**src/rtl/fir_to_posit_pipe_if.sv**
```systemverilog
// FIR-in / posit-out handshake bundle for fir_to_posit_pipe.
// master drives the FIR operands and consumes the posit; slave is the encoder.
interface fir_to_posit_pipe_if #(
  parameter int N  = 16,
  parameter int ES = 1
);
  localparam int S       = $clog2(N);
  localparam int TE_SIZE = (ES + 1) + (S + 1);
  localparam int MS      = N - 2;

  logic               in_valid;
  logic               in_ready;
  logic               sign;
  logic [TE_SIZE-1:0] te;
  logic [MS-1:0]      mant;
  logic [MS-1:0]      ext;
  logic               sticky;
  logic               is_zero;
  logic               is_nar;
  logic               out_valid;
  logic               out_ready;
  logic [N-1:0]       posit;

  modport master (
    output in_valid, sign, te, mant, ext, sticky, is_zero, is_nar, out_ready,
    input  in_ready, out_valid, posit
  );

  modport slave (
    input  in_valid, sign, te, mant, ext, sticky, is_zero, is_nar, out_ready,
    output in_ready, out_valid, posit
  );
endinterface

```
**src/rtl/fir_to_posit_pipe.sv**
```systemverilog
// Two-stage FIR -> posit encoder: stage 1 assembles regime/exp/fraction, stage 2 rounds and applies sign.
// Define PPU_ROUND_RNE_EN for round-to-nearest-even; otherwise the fraction is truncated.
module fir_to_posit_pipe #(
  parameter int N  = 16,
  parameter int ES = 1
) (
  input  logic              clk_i,
  input  logic              rst_i,
  fir_to_posit_pipe_if.slave bus
);
  localparam int S       = $clog2(N);
  localparam int TE_SIZE = (ES + 1) + (S + 1);
  localparam int MS      = N - 2;
  localparam int WX      = 2 + ES + (MS - 1) + MS + N;
  localparam logic signed [TE_SIZE-1:0] K_MAX = TE_SIZE'(N - 2);
  localparam logic signed [TE_SIZE-1:0] K_MIN = TE_SIZE'(-(N - 1));
  localparam logic [N-1:0] ONE    = {{(N-1){1'b0}}, 1'b1};
  localparam logic [N-1:0] MAXPOS = {1'b0, {(N-1){1'b1}}};
  localparam logic [N-1:0] NAR    = {1'b1, {(N-1){1'b0}}};

  logic s1_valid, s1_sign, s1_zero, s1_nar;
  logic [N-2:0] s1_u;
  logic s2_adv, s1_adv;

  assign s2_adv      = !bus.out_valid || bus.out_ready;
  assign s1_adv      = !s1_valid || s2_adv;
  assign bus.in_ready = s1_adv;

  // Stage 1: regime built by shifting a 10/01 seed; k>=0 back-fills ones from the top.
  logic signed [TE_SIZE-1:0] k;
  logic [TE_SIZE-1:0] sh;
  logic [WX-1:0] base, str;
  logic clamp_max, clamp_min;
  logic [N-2:0] u_n;

  assign k         = $signed(bus.te) >>> ES;
  assign clamp_max = (k >= K_MAX);
  assign clamp_min = (k <= K_MIN);

  always_comb begin
    base = {(k[TE_SIZE-1] ? 2'b01 : 2'b10), bus.te[ES-1:0], bus.mant[MS-2:0], bus.ext, {N{1'b0}}};
    sh   = k[TE_SIZE-1] ? ~k : k;
    str  = base >> sh;
    if (!k[TE_SIZE-1]) str = str | ~({WX{1'b1}} >> sh);
  end

  always_comb begin
    u_n = str[WX-1 -: N-1];
    if (clamp_max)      u_n = '1;
    else if (clamp_min) u_n = ONE[N-2:0];
  end

`ifdef PPU_ROUND_RNE_EN
  logic s1_guard, s1_sticky;
  logic guard_n, sticky_n;
  assign guard_n  = str[WX-N] & ~(clamp_max | clamp_min);
  assign sticky_n = ((|str[WX-N-1:0]) | bus.sticky) & ~(clamp_max | clamp_min);

  always_ff @(posedge clk_i or posedge rst_i) begin
    if (rst_i) begin
      s1_guard  <= 1'b0;
      s1_sticky <= 1'b0;
    end else if (s1_adv && bus.in_valid) begin
      s1_guard  <= guard_n;
      s1_sticky <= sticky_n;
    end
  end
`else
  logic trunc_unused;
  assign trunc_unused = ^{str[WX-N:0], bus.sticky};
`endif

  always_ff @(posedge clk_i or posedge rst_i) begin
    if (rst_i) begin
      s1_valid <= 1'b0;
      s1_sign  <= 1'b0;
      s1_zero  <= 1'b0;
      s1_nar   <= 1'b0;
      s1_u     <= '0;
    end else if (s1_adv) begin
      s1_valid <= bus.in_valid;
      if (bus.in_valid) begin
        s1_sign <= bus.sign;
        s1_zero <= bus.is_zero;
        s1_nar  <= bus.is_nar;
        s1_u    <= u_n;
      end
    end
  end

  // Stage 2: round, saturate so a nonzero result never becomes 0 or NaR, then negate.
  logic round_up;
  logic [N-1:0] sum, mag, result;

`ifdef PPU_ROUND_RNE_EN
  assign round_up = s1_guard & (s1_u[0] | s1_sticky);
`else
  assign round_up = 1'b0;
`endif

  assign sum = {1'b0, s1_u} + {{(N-1){1'b0}}, round_up};

  always_comb begin
    mag = sum;
    if (sum[N-1])      mag = MAXPOS;
    else if (sum == '0) mag = ONE;
    if (s1_nar)        result = NAR;
    else if (s1_zero)  result = '0;
    else if (s1_sign)  result = ~mag + ONE;
    else               result = mag;
  end

  always_ff @(posedge clk_i or posedge rst_i) begin
    if (rst_i) begin
      bus.out_valid <= 1'b0;
      bus.posit     <= '0;
    end else if (s2_adv) begin
      bus.out_valid <= s1_valid;
      if (s1_valid) bus.posit <= result;
    end
  end
endmodule

```
**src/flat_wrapper.sv**
```systemverilog
// flat-port wrapper written by rule: the top's interface ports become plain ports
module fir_to_posit_pipe_flat 
#(
  parameter int N  = 16,
  parameter int ES = 1
)
  (clk_i, rst_i, bus_in_valid, bus_sign, bus_te, bus_mant, bus_ext, bus_sticky, bus_is_zero, bus_is_nar, bus_out_ready, bus_in_ready, bus_out_valid, bus_posit);
  fir_to_posit_pipe_if #(.N(N), .ES(ES)) bus_i ();
  input  logic clk_i;
  input  logic rst_i;
  input wire logic [$bits(bus_i.in_valid)-1:0] bus_in_valid;
  input wire logic [$bits(bus_i.sign)-1:0] bus_sign;
  input wire logic [$bits(bus_i.te)-1:0] bus_te;
  input wire logic [$bits(bus_i.mant)-1:0] bus_mant;
  input wire logic [$bits(bus_i.ext)-1:0] bus_ext;
  input wire logic [$bits(bus_i.sticky)-1:0] bus_sticky;
  input wire logic [$bits(bus_i.is_zero)-1:0] bus_is_zero;
  input wire logic [$bits(bus_i.is_nar)-1:0] bus_is_nar;
  input wire logic [$bits(bus_i.out_ready)-1:0] bus_out_ready;
  output wire logic [$bits(bus_i.in_ready)-1:0] bus_in_ready;
  output wire logic [$bits(bus_i.out_valid)-1:0] bus_out_valid;
  output wire logic [$bits(bus_i.posit)-1:0] bus_posit;
  assign bus_i.in_valid = bus_in_valid;
  assign bus_i.sign = bus_sign;
  assign bus_i.te = bus_te;
  assign bus_i.mant = bus_mant;
  assign bus_i.ext = bus_ext;
  assign bus_i.sticky = bus_sticky;
  assign bus_i.is_zero = bus_is_zero;
  assign bus_i.is_nar = bus_is_nar;
  assign bus_i.out_ready = bus_out_ready;
  assign bus_in_ready = bus_i.in_ready;
  assign bus_out_valid = bus_i.out_valid;
  assign bus_posit = bus_i.posit;
  fir_to_posit_pipe #(.N(N), .ES(ES)) u_core (.clk_i(clk_i), .rst_i(rst_i), .bus(bus_i));
endmodule
```
**config.mk**
```make
export PLATFORM = sky130hd
export DESIGN_NAME = fir_to_posit_pipe_flat
export DESIGN_NICKNAME = d
export VERILOG_FILES = /design/src/rtl/fir_to_posit_pipe_if.sv /design/src/rtl/fir_to_posit_pipe.sv /design/src/flat_wrapper.sv
export SDC_FILE = /design/constraint.sdc
export NUM_CORES = 1
export LEC_CHECK = 0
export CAP_MARGIN = 20
export CORE_MARGIN = 1.5
export CORE_UTILIZATION = 30
export CTS_CLUSTER_DIAMETER = 150
export DETAILED_ROUTE_END_ITERATION = 16
export PLACE_DENSITY = 0.57
export SYNTH_ARGS = -nofsm -noshare
export SYNTH_HDL_FRONTEND = slang
export SYNTH_SLANG_ARGS = --single-unit
```
**constraint.sdc**
```tcl
create_clock -name clk_i -period 4.6 [get_ports clk_i]
set_clock_uncertainty 0.2 [all_clocks]
set_input_delay 0.46 -clock clk_i [delete_from_list [all_inputs] [get_ports clk_i]]
set_output_delay 0.46 -clock clk_i [all_outputs]
set_load 0.05 [all_outputs]
```
==> impl_results.md, run 1 <==
- Worst setup EP type: flip-flop
- Gr ovfl total: 0
- Total Neg Setup Slack: 0 ns
- FILL cells: 1076
- Ys async rst share: 1.00
- Clk Latency, worst-skew pair: 0.29 ns
- Post-CTS Hold Buffers: 0
- WP data required: 4.54 ns
- Synth cell types: 66
- I/O Buffers: 43
- R2r worst-path depth: 9
- Drt pass-1 iters: 4
- Die ar.: 0.0109 mm²
- Drt first-iter violations: 211
- Reg-to-reg endpoint: u_core.bus.posit[12]
- Max Buffers Root-to-Sink: 2
- Cell-by-cell trace of the critical path: clkdlybuf4s50_1 -> inv_1 -> buf_4 -> ha_1 -> nor3b_1 -> o21ai_0 -> nand2_1 -> a2111oi_0 -> a221oi_1
- FMAX: 280 MHz
- Gpl congestion: 0.931
- Crit path max-delay family: compound AO/OA/AOI/OAI gates
- Sink Count: 36
- Num rows: 36
- Power share of the sequential group: 0.363
- WP data arrival: 3.51 ns
- Yosys reg bits: 36
- Internal power: 705 µW
- Clock slew at reported path FFs: 0.07 ns
- Ranking of synthesized cells by area: dfrtp_1, nand2_1, o21ai_0
- Net Sw Frac: 0.415
- Ports: 61
- FF-to-FF setup slack: 1.54 ns
- Max-Cap Viols: 0
- Met1 WL: 4400 µm
- Crit path max fanout: 19
- Pin count of the biggest net entering global routing: 54
- Final hold vios: 0
- Hpwl dp: 6730 µm
- Clk root buf: clkbuf_8
- WL final: 9010 µm
- Met3 routed WL: 379 µm
- P&R area growth vs syn: 20.4%
- Critical path's slowest cell: ha_1
- Vias in the first global route: 2811
- Period minus WS final: 3.58 ns
- Critical path origin: bus_te[6]
- Post-synth top area cell: dfrtp_1
- Initial Utilization: 0.312
- CTS buffer count: 5
- H-tree Lvls: 2
- Area share of the largest cell type after synthesis: 0.291
- Period utilisation layout: 0.778
- Height of the die: 105 µm
- Met2 WL post-DR: 4130 µm
- Worst Setup Start Kind: primary input
- Status: complete, no violations
- CTS tree: yes
- Most common cell after layout, fill and taps aside: nand2_1
- Total GRT Usage: 0.166
- Critical Path Sink: u_core.s1_u[4]
- Psw: 500 µW
- Share of power burned in the clock network: 0.190
- Worst rel slew slack: 0.478
- Layout cells sized above 1: 0.0863
- Antenna Nets Post-Route: 0
- Global-route wire length before repair: 14800 µm
- EDFF count, synth: 0
- R2r startpoint: u_core.s1_u[9]
- PD cells: 323 mW/mm²
- Leak pwr: 1.44 nW
- Cts repair resizes: 0
- Drt drc: 0
- Synthesized area: 0.00310 mm²
- Core region area: 0.00991 mm²
- Antenna violations before repair: 0
- Post-Syn Nets: 432
- VDD IR-drop max: 0.134 mV
- RSZ-0062 raised after global routing: no
- Post-CTS Setup Repair Bufs: 0
- Gate Count Post-Synth: 385
- Die width: 105 µm
- Worst setup path category: in -> reg
- Worst Hold Class: reg -> reg
- Max stage delay on crit path: 0.76 ns
- Slew @ Worst Pin: 0.775 ns
- Predominant post-synthesis flop cell: dfrtp_1
- Max Slew Vio Count: 0
- Commonest non-fill, non-tap cells in the layout: nand2_1, clkdlybuf4s50_1, dfrtp_1
- Pwr Total: 1.20 mW
- Via-to-Cell Ratio: 5.58
- Routed length per instance: 16.4 µm
- Worst path bufs/invs: 3
- Final setup viols: 0
- Gate power share: 0.447
- CP Depth: 9
- Post-synthesis area per instance: 8.04 µm²
- Final design utilization: 0.376
- Top sig layer: met4
- Seq/Total Area, Yosys: 0.291
- Nets: 463
- Ys Warns: 0
- Antenna cells: 0
- Vias after detailed routing: 3071
-- worst min-delay path, cell delays in order, from the launching register on --
cell and delay (ns):
dfrtp_1 0.34, nand2_1 0.04, o21ai_0 0.06
-- power by group through the flow --
stage / sequential (mW) / combinational (mW) / clock, mW
after floorplan: 0.547 / 0.256 / 0
after global placement: 0.440 / 0.535 / 0
after detailed placement: 0.443 / 0.539 / 0
after CTS: 0.437 / 0.540 / 0.240
after global routing: 0.449 / 0.582 / 0.250
final: 0.437 / 0.539 / 0.229
-- synthesized netlist by cell type (7+ instances only) --
cell type and number:
nand2_1 48, dfrtp_1 36, o21ai_0 33, nor2_1 27
a21oi_1 23, buf_2 13, clkbuf_1 13, nand2b_1 13
inv_1 12, mux2i_1 10, xor2_1 10, mux2_2 9
nor3_1 9, a31oi_1 8, nand3_1 7
-- worst min-delay path by stage --
stage	end	start	cells past startpoint	slack [ns]
2_1_floorplan	u_core.bus.out_valid	u_core.s1_valid	1	0.26
3_3_place_gp	u_core.bus.posit[2]	u_core.bus.posit[2]	2	0.26
3_5_place_dp	u_core.bus.posit[1]	u_core.bus.posit[1]	2	0.27
4_1_cts	u_core.bus.posit[1]	u_core.bus.posit[1]	2	0.29
5_1_grt	u_core.bus.out_valid	u_core.s1_valid	1	0.32
6_report	u_core.bus.posit[9]	u_core.bus.posit[9]	2	0.28
-- per-layer routing --
layer / global-route usage / vias to the layer above
met5: 0 / -
met4: 0.0431 / 0
met3: 0.0212 / 10
met2: 0.268 / 86
met1: 0.233 / 1467
li1: - / 1508
-- per-stage QoR --
step	area (µm²)	hold slack, ns	setup WS [ns]	cells
after detailed placement	3640	0.271	0.793	542
after global placement	3640	0.263	0.830	542
after global routing	3730	0.317	0.890	550
after CTS	3730	0.287	1.09	550
final	3730	0.276	1.02	550
after floorplan	3100	0.257	1.57	385
-- logic make-up (layout without fill, tap and decap cells) --
logic type      count (synthesis)  count (layout)  share of synthesized area
flops                          36              36                      0.291
simple gates                  140             140                      0.230
buf+inv                        41              73                     0.0549
xor+xnor                       15              15                     0.0424
fa+ha+maj                       4               4                     0.0162
mux                            22              22                     0.0869
compound gates                127             127                      0.279
-- state kept, by name, indices dropped and copies added (netlist names) --
register,cells
u_core.s1_sign,1
u_core.s1_zero,1
u_core.s1_nar,1
u_core.s1_valid,1
u_core.bus.posit,16
u_core.bus.out_valid,1
u_core.s1_u,15
-- cell type report --
type                    instances  area (µm²)  share of cell area
clock buffers                   8        90.1              0.0242
inverters                      13        48.8              0.0131
multi-input cells             308        2030               0.543
flip-flops and latches         36         901               0.242
well taps                     133         166              0.0446
repair buffers                 52         498               0.134
Note: power is estimated with default switching activity, not from simulation.
==> run 2, diff against run 1 <==
- PLACE_DENSITY: 0.57 -> 0.59
- clock period: 4.6 -> 3.1 ns (I/O delays scaled with it)
==> run 2 against run 1 <==
Net effect:
- clock power is 75% higher
- critical path depth stayed put
- register-to-register slack worse by 1.3 ns
- utilization up 2.0 points
- sequential power up 47%
- non-clock buffer count up 20
- wire length up 0.11%
- die area stayed put
- total power increased by 56%
- critical path type is now reg -> reg
==> impl_results.md, run 2 (synthesis results as in run 1) <==
- Status: complete, no violations
- Antenna cells: 0 (unchanged)
- Pwr Total: 1.88 mW (+56%)
- Clk Latency, worst-skew pair: 0.29 ns (about the same)
- Ports: 61 (unchanged)
- Total GRT Usage: 0.168 (+0.00165)
- Multi-input logic area: 0.00203 mm² (+0.43%)
- Die width: 105 µm (unchanged)
- Vias in the first global route: 3010 (+7.1%)
- Crit path max fanout: 4 (-15)
- VDD IR-drop max: 0.251 mV (+88%)
- Height of the die: 105 µm (unchanged)
- Register bank with the most flops: u_core.bus.posit
- I/O Buffers: 43 (unchanged)
- Cell-by-cell trace of the critical path: or4_4 -> nor4b_4 -> a21oi_1 -> ha_1 -> nor3b_1 -> o211ai_1 -> o41ai_1 -> xor2_1 -> o21ai_0
- Worst Hold Class: in -> async
- Top sig layer: met4
- Placed cell area: 0.00381 mm² (+4.8%)
- Critical path's slowest cell: or4_4
- Max Buffers Root-to-Sink: 2 (unchanged)
- Core region area: 0.00991 mm² (unchanged)
- Max stage delay on crit path: 0.57 ns (-0.19 ns)
- Antenna violations before repair: 0 (unchanged)
- Met3 routed WL: 489 µm (+29%)
- Initial Utilization: 0.312 (unchanged)
- Drt first-iter violations: 185 (-12%)
- Hpwl dp: 7010 µm (+4.1%)
- Global-route wire length before repair: 15100 µm (+1.8%)
- Regs by FF count: u_core.bus.posit (16), u_core.s1_u (15)
- Clock slew at reported path FFs: 0.07 ns (about the same)
- Nets: 483 (+4.3%)
- Gate power share: 0.447 (about the same)
- Die ar.: 0.0109 mm² (unchanged)
- Worst setup path category: reg -> reg
- Period utilisation layout: 0.928
- FILL cells: 1056 (-1.9%)
- Placed cell count: 562 (+3.7%)
- Post-CTS Setup Repair Bufs: 0 (unchanged)
- Final setup viols: 0 (unchanged)
- Met2 WL post-DR: 4130 µm (about the same)
- Pin count of the biggest net entering global routing: 54 (unchanged)
- P&R area growth vs syn: 26.9%
- Final cell count without fillers: 570 (+3.6%)
- Crit path max-delay family: simple AND/OR/NAND/NOR gates
- Period minus WS final: 2.88 ns
- Most common cell after layout, fill and taps aside: nand2_1
- H-tree Lvls: 2 (unchanged)
- Num rows: 36 (unchanged)
- Final non-filler cell area: 0.00393 mm² (+5.4%)
- Total Neg Setup Slack: 0 ns (unchanged)
- WL final: 9020 µm (+0.11%)
- Worst rel slew slack: 0.549 (+0.0710)
- Share of power burned in the clock network: 0.213 (+0.023)
- Layout cells sized above 1: 0.130 (+0.0441)
- Sequential cell area: 901 µm² (unchanged)
- Gpl congestion: 0.875 (-6.0%)
- Drt pass-1 iters: 4 (unchanged)
- Final hold vios: 0 (unchanged)
- WP data arrival: 2.88 ns (-0.63 ns)
- PD cells: 479 mW/mm² (+48%)
- Worst Setup Start Kind: flip-flop
- Vias after detailed routing: 3093 (+0.72%)
- CTS buffer count: 5 (unchanged)
- Drt drc: 0 (unchanged)
- Slew @ Worst Pin: 0.669 ns (-0.107 ns)
- Internal power: 1.13 mW (+61%)
- Clk root buf: clkbuf_8
- Leak pwr: 1.56 nW (+8.3%)
- Sink Count: 36 (unchanged)
- Gr ovfl total: 0 (unchanged)
- Met1 WL: 4230 µm (-3.7%)
- Setup ws final: 0.225 ns (-0.798 ns)
- Max reg flops: 16 (unchanged)
- Antenna Nets Post-Route: 0 (unchanged)
- Worst path bufs/invs: 0 (-3)
- Via-to-Cell Ratio: 5.43 (-2.8%)
- Post-Place Worst Slack: -0.0359 ns (-0.829 ns)
- Max Slew Vio Count: 0 (unchanged)
- Psw: 751 µW (+50%)
- CTS tree: yes
- Power share of the sequential group: 0.340 (-0.023)
- WP data required: 3.10 ns (-1.44 ns)
- FMAX: 348 MHz
- Routed length per instance: 15.8 µm (-3.4%)
- Commonest non-fill, non-tap cells in the layout: nand2_1, clkdlybuf4s50_1, dfrtp_1
- Net Sw Frac: 0.398 (-0.0166)
- Max-Cap Viols: 0 (unchanged)
- Worst setup EP type: flip-flop
run 2: layout make-up:
cell class	instances	area share
clock buffers	6	0.0185
clock inverters	2	0.00891
inverters	13	0.0124
multi-input cells	308	0.518
flip-flops and latches	36	0.229
well taps	133	0.0423
repair buffers	72	0.171
run 2: timing repair:
item	CTS	global route
gates resized for setup	0	1
hold buffers	0	0
endpoints found under the setup margin	0	3
run 2: stage by stage:
stage               hold WS, ns   util
finish                    0.227  0.397
global route              0.288  0.397
CTS                       0.248  0.396
detailed placement        0.273  0.385
global placement          0.262  0.385
floorplan                 0.215      -
run 2: power groups by stage:
stage,Combinational [mW],Clock (mW),Sequential (mW)
final,0.842,0.401,0.641
after global routing,0.911,0.435,0.656
after CTS,0.844,0.411,0.640
after detailed placement,0.842,0,0.649
after global placement,0.836,0,0.645
after floorplan,0.380,0,0.811
run 2: metal layers:
metal	GRT usage	vias up
met5	0	-
met4	0.0499	0
met3	0.0262	11
met2	0.277	90
met1	0.225	1446
li1	-	1546
run 2: path summary, 6_finish.rpt:
| path | depth (start not counted) | startpoint | end | slack (ns) |
|---|---|---|---|---|
| hold reg to reg | 2 | u_core.bus.posit[10] | u_core.bus.posit[10] | 0.28 |
| setup reg to reg | 9 | u_core.s1_u[11] | u_core.bus.posit[12] | 0.22 |
| setup / recovery | 9 | u_core.s1_u[11] | u_core.bus.posit[12] | 0.22 |
| min in group clk_i | 2 | u_core.bus.posit[10] | u_core.bus.posit[10] | 0.28 |
| max in group asynchronous | 3 | rst_i | u_core.bus.posit[1] | 2.15 |
| hold / removal | 3 | rst_i | u_core.bus.posit[5] | 0.23 |
run 2: worst register-to-register path, stage by stage (launching register included):
cell and delay (ns):
dfrtp_1 0.43, or4_4 0.57, nor4b_4 0.29, a21oi_1 0.15, ha_1 0.21, nor3b_1 0.16
o211ai_1 0.32, o41ai_1 0.13, xor2_1 0.17, o21ai_0 0.16
